### src/rtl/acc_job_if.sv
// Requester/consumer bundle of the shared accumulator scheduler.
// master = requester front-ends plus result consumer, slave = scheduler.
`timescale 1ns/1ps
interface acc_job_if #(
    parameter int NREQ  = 4,
    parameter int LEN_W = 4,
    parameter int D_W   = 4,
    parameter int ACC_W = 8,
    parameter int ID_W  = $clog2(NREQ)
);
    logic [NREQ-1:0]       req;
    logic [NREQ*LEN_W-1:0] len;
    logic [NREQ-1:0]       gnt;
    logic                  s_valid;
    logic [D_W-1:0]        s_data;
    logic                  s_ready;
    logic                  res_valid;
    logic                  res_ready;
    logic [ACC_W-1:0]      res_data;
    logic [ID_W-1:0]       res_id;
    logic                  res_ovf;
    logic                  busy;

    modport master (
        output req, len, s_valid, s_data, res_ready,
        input  gnt, s_ready, res_valid, res_data, res_id, res_ovf, busy
    );

    modport slave (
        input  req, len, s_valid, s_data, res_ready,
        output gnt, s_ready, res_valid, res_data, res_id, res_ovf, busy
    );
endinterface

### src/rtl/acc_job_scheduler.sv
// Round-robin scheduler running one summation job at a time on a private
// accumulator: grant, clear, accept len samples, hold the result until taken.
`timescale 1ns/1ps
module acc_job_scheduler #(
    parameter int NREQ  = 4,
    parameter int LEN_W = 4,
    parameter int D_W   = 4,
    parameter int ACC_W = 8,
    parameter int ID_W  = $clog2(NREQ)
) (
    input logic      clk,
    input logic      reset,
    acc_job_if.slave bus
);
    typedef enum logic [1:0] {
        IDLE   = 2'd0,
        CLEAR  = 2'd1,
        ACCUM  = 2'd2,
        RESULT = 2'd3
    } state_t;

    state_t           state_r;
    state_t           state_s;
    logic [ID_W-1:0]  ptr_r;
    logic [ID_W-1:0]  id_r;
    logic [LEN_W-1:0] cnt_r;
    logic [ACC_W-1:0] acc_r;
    logic             ovf_r;

    logic [ID_W-1:0]  win_s;
    logic [ID_W-1:0]  idx_s;
    logic             any_req_s;
    logic             hit_s;
    logic [LEN_W-1:0] len_sel_s;
    logic [NREQ-1:0]  gnt_s;
    logic             sready_s;
    logic             rvalid_s;
    logic             busy_s;
    logic             accept_s;
    logic             carry_s;
    logic [ACC_W-1:0] sum_s;

    // Round-robin pick: first requesting index at or after ptr_r, wrapping
    always_comb begin
        win_s     = {ID_W{1'b0}};
        idx_s     = {ID_W{1'b0}};
        hit_s     = 1'b0;
        any_req_s = 1'b0;
        for (int off = 0; off < NREQ; off++) begin
            idx_s     = ID_W'((int'(ptr_r) + off) % NREQ);
            hit_s     = bus.req[idx_s] && !any_req_s;
            win_s     = hit_s ? idx_s : win_s;
            any_req_s = any_req_s | hit_s;
        end
    end

    // Length field of the arbitration winner
    always_comb begin
        len_sel_s = {LEN_W{1'b0}};
        for (int i = 0; i < NREQ; i++) begin
            len_sel_s = (win_s == ID_W'(i)) ? bus.len[i*LEN_W +: LEN_W] : len_sel_s;
        end
    end

    // Carry-out of the widened add is the overflow indication
    assign {carry_s, sum_s} = {1'b0, acc_r} + {{(ACC_W - D_W + 1){1'b0}}, bus.s_data};
    assign accept_s = bus.s_valid && sready_s;

    // State register
    always_ff @(posedge clk or negedge reset) begin
        if (!reset) begin
            state_r <= IDLE;
        end else begin
            state_r <= state_s;
        end
    end

    // Next-state logic
    always_comb begin
        state_s = state_r;
        case (state_r)
            IDLE: begin
                if (any_req_s) state_s = CLEAR;
                else           state_s = IDLE;
            end
            CLEAR: begin
                if (cnt_r == {LEN_W{1'b0}}) state_s = RESULT;
                else                        state_s = ACCUM;
            end
            ACCUM: begin
                if (accept_s && (cnt_r == LEN_W'(1'b1))) state_s = RESULT;
                else                                     state_s = ACCUM;
            end
            RESULT: begin
                if (bus.res_ready) state_s = IDLE;
                else               state_s = RESULT;
            end
            default: state_s = IDLE;
        endcase
    end

    // Output decode, purely from the state register
    always_comb begin
        gnt_s    = {NREQ{1'b0}};
        sready_s = 1'b0;
        rvalid_s = 1'b0;
        busy_s   = 1'b0;
        case (state_r)
            IDLE: begin
                busy_s = 1'b0;
            end
            CLEAR: begin
                gnt_s  = NREQ'(1'b1) << id_r;
                busy_s = 1'b1;
            end
            ACCUM: begin
                gnt_s    = NREQ'(1'b1) << id_r;
                sready_s = 1'b1;
                busy_s   = 1'b1;
            end
            RESULT: begin
                rvalid_s = 1'b1;
                busy_s   = 1'b1;
            end
            default: begin
                busy_s = 1'b0;
            end
        endcase
    end

    // Job datapath: latch winner, clear, accumulate, advance pointer on hand-off
    always_ff @(posedge clk or negedge reset) begin
        if (!reset) begin
            ptr_r <= {ID_W{1'b0}};
            id_r  <= {ID_W{1'b0}};
            cnt_r <= {LEN_W{1'b0}};
            acc_r <= {ACC_W{1'b0}};
            ovf_r <= 1'b0;
        end else begin
            case (state_r)
                IDLE: begin
                    if (any_req_s) begin
                        id_r  <= win_s;
                        cnt_r <= len_sel_s;
                    end
                end
                CLEAR: begin
                    acc_r <= {ACC_W{1'b0}};
                    ovf_r <= 1'b0;
                end
                ACCUM: begin
                    if (accept_s) begin
                        acc_r <= sum_s;
                        ovf_r <= ovf_r | carry_s;
                        cnt_r <= cnt_r - LEN_W'(1'b1);
                    end
                end
                RESULT: begin
                    if (bus.res_ready) begin
                        ptr_r <= (id_r == ID_W'(NREQ - 1)) ? {ID_W{1'b0}} : id_r + ID_W'(1'b1);
                    end
                end
                default: begin
                    acc_r <= acc_r;
                end
            endcase
        end
    end

    assign bus.gnt       = gnt_s;
    assign bus.s_ready   = sready_s;
    assign bus.res_valid = rvalid_s;
    assign bus.res_data  = acc_r;
    assign bus.res_id    = id_r;
    assign bus.res_ovf   = ovf_r;
    assign bus.busy      = busy_s;
endmodule

### src/flat_wrapper.sv
// flat-port wrapper written by rule: the top's interface ports become plain ports
module acc_job_scheduler_flat 
#(
    parameter int NREQ  = 4,
    parameter int LEN_W = 4,
    parameter int D_W   = 4,
    parameter int ACC_W = 8,
    parameter int ID_W  = $clog2(NREQ)
)
  (clk, reset, bus_req, bus_len, bus_s_valid, bus_s_data, bus_res_ready, bus_gnt, bus_s_ready, bus_res_valid, bus_res_data, bus_res_id, bus_res_ovf, bus_busy);
  acc_job_if #(.NREQ(NREQ), .LEN_W(LEN_W), .D_W(D_W), .ACC_W(ACC_W), .ID_W(ID_W)) bus_i ();
  input logic clk;
  input logic reset;
  input wire logic [$bits(bus_i.req)-1:0] bus_req;
  input wire logic [$bits(bus_i.len)-1:0] bus_len;
  input wire logic [$bits(bus_i.s_valid)-1:0] bus_s_valid;
  input wire logic [$bits(bus_i.s_data)-1:0] bus_s_data;
  input wire logic [$bits(bus_i.res_ready)-1:0] bus_res_ready;
  output wire logic [$bits(bus_i.gnt)-1:0] bus_gnt;
  output wire logic [$bits(bus_i.s_ready)-1:0] bus_s_ready;
  output wire logic [$bits(bus_i.res_valid)-1:0] bus_res_valid;
  output wire logic [$bits(bus_i.res_data)-1:0] bus_res_data;
  output wire logic [$bits(bus_i.res_id)-1:0] bus_res_id;
  output wire logic [$bits(bus_i.res_ovf)-1:0] bus_res_ovf;
  output wire logic [$bits(bus_i.busy)-1:0] bus_busy;
  assign bus_i.req = bus_req;
  assign bus_i.len = bus_len;
  assign bus_i.s_valid = bus_s_valid;
  assign bus_i.s_data = bus_s_data;
  assign bus_i.res_ready = bus_res_ready;
  assign bus_gnt = bus_i.gnt;
  assign bus_s_ready = bus_i.s_ready;
  assign bus_res_valid = bus_i.res_valid;
  assign bus_res_data = bus_i.res_data;
  assign bus_res_id = bus_i.res_id;
  assign bus_res_ovf = bus_i.res_ovf;
  assign bus_busy = bus_i.busy;
  acc_job_scheduler #(.NREQ(NREQ), .LEN_W(LEN_W), .D_W(D_W), .ACC_W(ACC_W), .ID_W(ID_W)) u_core (.clk(clk), .reset(reset), .bus(bus_i));
endmodule
### config.mk
export PLATFORM = sky130hd
export DESIGN_NAME = acc_job_scheduler_flat
export DESIGN_NICKNAME = d
export VERILOG_FILES = /design/src/rtl/acc_job_if.sv /design/src/rtl/acc_job_scheduler.sv /design/src/flat_wrapper.sv
export SDC_FILE = /design/constraint.sdc
export NUM_CORES = 1
export LEC_CHECK = 0
export CORE_ASPECT_RATIO = 0.75
export CORE_UTILIZATION = 30
export DETAILED_ROUTE_END_ITERATION = 10
export SYNTH_ARGS = -nofsm -noshare
export SYNTH_HDL_FRONTEND = slang
export SYNTH_SLANG_ARGS = --single-unit
### constraint.sdc
create_clock -name clk -period 3.01 [get_ports clk]
set_input_delay 0.4515 -clock clk [delete_from_list [all_inputs] [get_ports clk]]
set_output_delay 0.4515 -clock clk [all_outputs]
set_load 0.03 [all_outputs]
==> results.py, run 1 <==
metrics = {
    "floorplanning": {
        "die_x_um": 84.6,
        "dieArea_um2": 5410,
        "die_y_um": 64.0,
        "rows": 22,
        "pin_count": 46,
        "core-area_um2": 4900,
        "start_util_pct": 31.4,
    },
    "job": {
        "drv_cap": 0,
    },
    "critical_path": {
        "cp_cell_sequence": "inv_1, ha_1, and2_1, clkdlybuf4s50_1",
        "critPathLaunchType": "register",
        "crit_buf_inv": 2,
        "critPathArrivalTime_ns": 1.93,
        "critical_path_class": "reg2out",
        "crit_fanout": 5,
        "r2r_slack_ns": 1.13,
        "crit_path_end_kind": "output pin",
        "slowest_delay_ns": 0.67,
        "path_delay_family": "buffers and inverters",
        "cp_slowest_cell": "clkdlybuf4s50_1",
        "required_ns": 2.56,
    },
    "clock_network": {
        "postCtsHoldBufs": 0,
        "cts_setup_buffers": 0,
        "h-tree-depth": 1,
        "clk_latency_ns": 0.27,
        "cts_tree": "done",
        "cts-root-buf": "clkbuf_8",
        "cts.sinks": 19,
        "cts_buffer_depth": 2,
        "cts_resized": 0,
        "cts_inserted_buffers": 3,
        "cts.reportedPaths.clkPinSlew_ns": 0.08,
    },
    "grt": {
        "grt_pass1_vias": 1281,
        "antenna_found_initial": 0,
        "grt_max_degree": 20,
        "groute.usage.overall_pct": 14.9,
        "globalRouteOverflowTotal": 0,
        "grt_pass1_wl_um": 6270,
    },
    "power": {
        "pwr_density_cell_nw_per_um2": 889,
        "switchingPower_mw": 0.896,
        "p_comb_share_pct": 64.2,
        "pwr-share-clk_pct": 9.9,
        "p_seq_share_pct": 25.9,
        "ir_drop_v": 0.000550,
        "p_int_mw": 0.975,
        "leakagePower_nw": 0.913,
        "sw_frac_of_total_pct": 47.9,
        "power_mw": 1.87,
    },
    "detailed_routing": {
        "ant_nets": 0,
        "wl_per_cell_um": 13.3,
        "routed.top_layer": "met4",
        "wirelength_met1_um": 1960,
        "firstDrtPassIters": 6,
        "postRouteWirelength_um": 3710,
        "viasPerCell": 5.00,
        "drc": 0,
        "wl_met2_um": 1560,
        "via_count": 1396,
        "wl_met3_um": 148,
        "first_iter_violations": 88,
    },
    "place": {
        "hpwl_um": 2870,
        "place_ws_ns": 0.628,
        "routabilityCongestion": 0.762,
        "port_buffers": 45,
    },
    "logic_synthesis": {
        "netlist_instances": 172,
        "synth_area_leaders": "dfrtp_1, ha_1, o21ai_0",
        "synth_seq_cells": 19,
        "syn-cell-area_um2": 1540,
        "syn_area_per_cell_um2": 8.93,
        "synth_top_area_cell": "dfrtp_1",
        "yosysUniqueCellTypes": 46,
        "ys_warn_count": 0,
        "synth_top_area_share_pct": 30.9,
        "ys_seq_area_share_pct": 30.9,
        "synth.net_count": 217,
    },
    "hold_path": {
        "hold_class": "reg2reg",
    },
    "timing": {
        "slew_headroom_pct": 42.3,
        "rsz0062_at_grt": "false",
        "fin_skew_ns": 0.00811,
        "setup_viol": 0,
        "fmaxAchievable_mhz": 420,
        "tns_ns": 0,
        "period_share_pct": 79.2,
        "hold_violations": 0,
        "slew_violations": 0,
        "min_period_ns": 2.38,
        "setup_slack_ns": 0.627,
        "worst_slew_pin_slew_ns": 0.862,
    },
    "finish": {
        "antennaDiodeCount": 0,
        "final_cell_mix": "clkdlybuf4s50_1, inv_1, dfrtp_1",
        "drive_gt1_share_pct": 7.31,
        "nets": 265,
        "mostFrequentLayoutCell": "clkdlybuf4s50_1",
        "area_growth_pct": 36.9,
        "fillCellCount": 479,
    },
    "status": {
        "outcome": "finished, final reports clean",
    },
}
layer usage:
layer / global-route usage, % / vias to the layer above
li1: - / 716
met1: 22.2 / 649
met2: 20.9 / 27
met3: 3.62 / 4
met4: 4.45 / 0
met5: 0 / -
state kept, by name, summed over array words and instances (netlist names):
signal	cells
u_core.state_r	2
u_core.bus.res_ovf	1
u_core.cnt_r	4
u_core.ptr_r	2
u_core.bus.res_id	2
u_core.bus.res_data	8
metrics by stage:
step	hold slack, ns	util, %	instances	instance area (um2)
2_1_floorplan	0.156	-	172	1540
3_3_place_gp	0.508	42.0	275	2060
3_5_place_dp	0.509	42.0	275	2060
4_1_cts	0.520	42.9	279	2100
5_1_grt	0.547	42.9	279	2100
6_report	0.514	42.9	279	2100
cells by family (layout without fill, tap and decap cells):
kind of cell	after synthesis	after routing	synth area share, %
AO/OA/AOI/OAI	57	57	26.9
XOR/XNOR	2	2	1.14
adder cells (fa/ha/maj)	17	17	14.3
buffers and inverters	22	69	5.46
flip-flops	19	19	30.9
multiplexers	5	5	3.42
AND/OR/NAND/NOR	50	50	17.8
path summary, 6_finish.rpt:
check                                          to                   start  cells after the start
hold reg to reg            u_core.bus.res_data[7]  u_core.bus.res_data[7]                      1
max in group asynchronous  u_core.bus.res_data[2]                   reset                      1
hold / removal             u_core.bus.res_data[7]  u_core.bus.res_data[7]                      1
min in group asynchronous         u_core.cnt_r[3]                   reset                      1
setup reg to reg           u_core.bus.res_data[6]  u_core.bus.res_data[0]                      8
setup / recovery                       bus_gnt[3]       u_core.state_r[1]                      4
synthesized netlist by cell type, drive strengths merged:
library cell  instances
a211o                 1
a21boi                3
a21o                  3
a21oi                10
a22o                  1
a22oi                 1
a31oi                 1
a32oi                 1
and2                  4
buf                   1
clkbuf                2
dfrtp                19
fa                    1
ha                   16
inv                  19
mux2                  2
mux2i                 3
nand2                12
nand2b                1
nand3                 8
nand4b                1
nor2                  5
nor2b                 8
nor3                  4
nor3b                 4
o211ai                3
o21ai                18
o21bai                1
o221a                 1
o221ai                4
o22a                  2
o22ai                 1
o31ai                 3
o41ai                 3
or2                   2
or4                   1
xor2                  2
cell type report:
type	instances	area [um2]	share of cell area [%]
clock buffers	3	41.3	1.96
clock inverters	1	5.00	0.238
inverters	19	71.3	3.39
multi-input cells	131	977	46.5
flip-flops and latches	19	475	22.6
well taps	60	75.1	3.57
repair buffers	46	458	21.8
power groups by stage:
stage               combinational, mW  sequential [mW]  clock [mW]
global placement                 1.20            0.485           0
detailed placement               1.21            0.486           0
global route                     1.33            0.503       0.204
floorplan                       0.758            0.535           0
CTS                              1.21            0.483       0.191
finish                           1.20            0.485       0.184
Power figures use the tool's default switching activity.
==> inputs of run 2 (changes only) <==
==> constraint.sdc (replaced) <==
create_clock -name clk -period 2.42 [get_ports clk]
set_input_delay 0.363 -clock clk [delete_from_list [all_inputs] [get_ports clk]]
set_output_delay 0.363 -clock clk [all_outputs]
set_load 0.03 [all_outputs]
==> run 2 against run 1 <==
Compared with the run above:
- sequential share of layout area down 0.40 points
- wire length about the same
- worst setup slack worse by 0.49 ns
- design area up 1.8%
- clock power up 24%
- clock skew up 0.0011 ns
- combinational power up 27%
- register-to-register slack worse by 0.64 ns
- via count up 3.6%
- sequential cell count unchanged
- non-clock buffer count up 5
- global-route usage up 0.073 points
- largest cell class unchanged
- highest routed layer unchanged
==> results.py, run 2 (synthesized netlist as in run 1, its figures left out) <==
metrics = {
    "status": {
        "outcome": "finished, final reports clean",
    },
    "clock_network": {
        "cts.sinks": 19,
        "cts-root-buf": "clkbuf_8",
        "h-tree-depth": 1,
        "cts.reportedPaths.clkPinSlew_ns": 0.08,
        "cts_resized": 0,
        "postCtsHoldBufs": 0,
        "cts_tree": "done",
        "cts_buffer_depth": 2,
        "clk_latency_ns": 0.26,
        "cts_setup_buffers": 0,
        "cts_inserted_buffers": 3,
    },
    "finish": {
        "utilization_pct": 43.7,
        "final_cell_mix": "clkdlybuf4s50_1, inv_1, dfrtp_1",
        "seq_area_um2": 475,
        "area_growth_pct": 39.3,
        "nets": 270,
        "fillCellCount": 489,
        "largest_reg_flops": 8,
        "mostFrequentLayoutCell": "clkdlybuf4s50_1",
        "drive_gt1_share_pct": 9.38,
        "multi_input_area_um2": 977,
        "antennaDiodeCount": 0,
    },
    "floorplanning": {
        "core-area_um2": 4900,
        "die_y_um": 64.0,
        "dieArea_um2": 5410,
        "rows": 22,
        "pin_count": 46,
        "start_util_pct": 31.4,
        "die_x_um": 84.6,
    },
    "power": {
        "leakagePower_nw": 0.936,
        "p_seq_share_pct": 25.5,
        "pwr_density_cell_nw_per_um2": 1100,
        "p_int_mw": 1.24,
        "ir_drop_v": 0.000576,
        "sw_frac_of_total_pct": 47.4,
        "p_comb_share_pct": 64.7,
        "pwr-share-clk_pct": 9.8,
        "switchingPower_mw": 1.11,
    },
    "timing": {
        "setup_slack_ns": 0.141,
        "fin_skew_ns": 0.00919,
        "slew_headroom_pct": 72.5,
        "setup_viol": 0,
        "fmaxAchievable_mhz": 439,
        "min_period_ns": 2.28,
        "tns_ns": 0,
        "worst_slew_pin_slew_ns": 0.413,
        "slew_violations": 0,
        "hold_violations": 0,
        "rsz0062_at_grt": "false",
        "period_share_pct": 94.2,
    },
    "grt": {
        "grt_pass1_wl_um": 6510,
        "antenna_found_initial": 0,
        "groute.usage.overall_pct": 15.0,
        "globalRouteOverflowTotal": 0,
        "grt_max_degree": 20,
        "grt_pass1_vias": 1373,
    },
    "critical_path": {
        "crit_path_end_kind": "output pin",
        "critPathArrivalTime_ns": 1.92,
        "cp_slowest_cell": "clkdlybuf4s50_1",
        "cp_cell_sequence": "inv_1, ha_1, and2_1, clkdlybuf4s50_1",
        "required_ns": 2.06,
        "slowest_delay_ns": 0.67,
        "critical_path_class": "reg2out",
        "crit_fanout": 5,
        "critPathLaunchType": "register",
    },
    "place": {
        "hpwl_um": 2970,
        "place_ws_ns": 0.0694,
        "routabilityCongestion": 0.773,
        "port_buffers": 45,
    },
    "detailed_routing": {
        "first_iter_violations": 73,
        "viasPerCell": 5.09,
        "via_count": 1446,
        "postRouteWirelength_um": 3710,
        "wl_per_cell_um": 13.1,
        "ant_nets": 0,
        "drc": 0,
        "firstDrtPassIters": 6,
    },
    "job": {
        "drv_cap": 0,
    },
    "hold_path": {
        "hold_class": "in2async",
    },
}
[run 2: area by class of cell]
| cell class | instances | area share, % |
|---|---|---|
| inverter | 19 | 3.33 |
| clock buffer | 3 | 1.93 |
| timing repair buffer | 51 | 23.1 |
| tap | 60 | 3.51 |
| sequential | 19 | 22.2 |
| multi-input combinational | 131 | 45.6 |
| clock inverter | 1 | 0.234 |
[run 2: final timing paths]
kind | startpoint | to | slack, ns | cells after the start
max | u_core.state_r[1] | bus_gnt[3] | 0.14 | 4
min | reset | u_core.cnt_r[3] | 0.44 | 2
max reg2reg | u_core.bus.res_data[0] | u_core.bus.res_data[6] | 0.49 | 8
min reg2reg | u_core.bus.res_data[7] | u_core.bus.res_data[7] | 0.52 | 1
max in group asynchronous | reset | u_core.state_r[1] | 1.76 | 2
min in group clk | u_core.bus.res_data[7] | u_core.bus.res_data[7] | 0.52 | 1
[run 2: power groups by stage]
stage               logic [mW]  clock network, mW  registers, mW
floorplan                0.943                  0          0.665
global placement          1.52                  0          0.603
detailed placement        1.53                  0          0.606
CTS                       1.54              0.236          0.601
global route              1.71              0.252          0.629
finish                    1.52              0.229          0.600
[run 2: per-layer routing]
layer  part of all wire, %  up-vias  global-route usage, %  wire (um)
li1                      -      727                      -          -
met2                    45       27                   23.9       1670
met4                  0.22        0                   1.91          8
met5                     0        -                      0          0
met1                    50      690                   20.6       1870
met3                   4.5        2                   4.39        166
[run 2: stage by stage]
step                total power [mW]  std cells  area, um2  hold WS, ns
floorplan                       1.61        172       1540       0.0674
CTS                             2.38        284       2140        0.450
global placement                2.13        280       2090        0.510
detailed placement              2.13        280       2090        0.511
finish                          2.35        284       2140        0.437
global route                    2.59        284       2140        0.455
[run 2: worst max-delay path, delay by kind of cell (launching register included)]
kind	cells	cell delay [ns]
buffers and inverters	2	0.77
DFF	1	0.41
adders and majority gates	1	0.33
and+or+nand+nor	1	0.14
==> inputs of run 3 (changes only) <==
--- a/config.mk
+++ b/config.mk
@@ -8,6 +8,7 @@
 export CORE_ASPECT_RATIO = 0.75
 export CORE_UTILIZATION = 30
 export DETAILED_ROUTE_END_ITERATION = 10
+export HOLD_SLACK_MARGIN = 0.05
 export SYNTH_ARGS = -nofsm -noshare
 export SYNTH_HDL_FRONTEND = slang
 export SYNTH_SLANG_ARGS = --single-unit
==> results of run 3 <==
Final layout, timing and power as in run 2 (identical DEF).
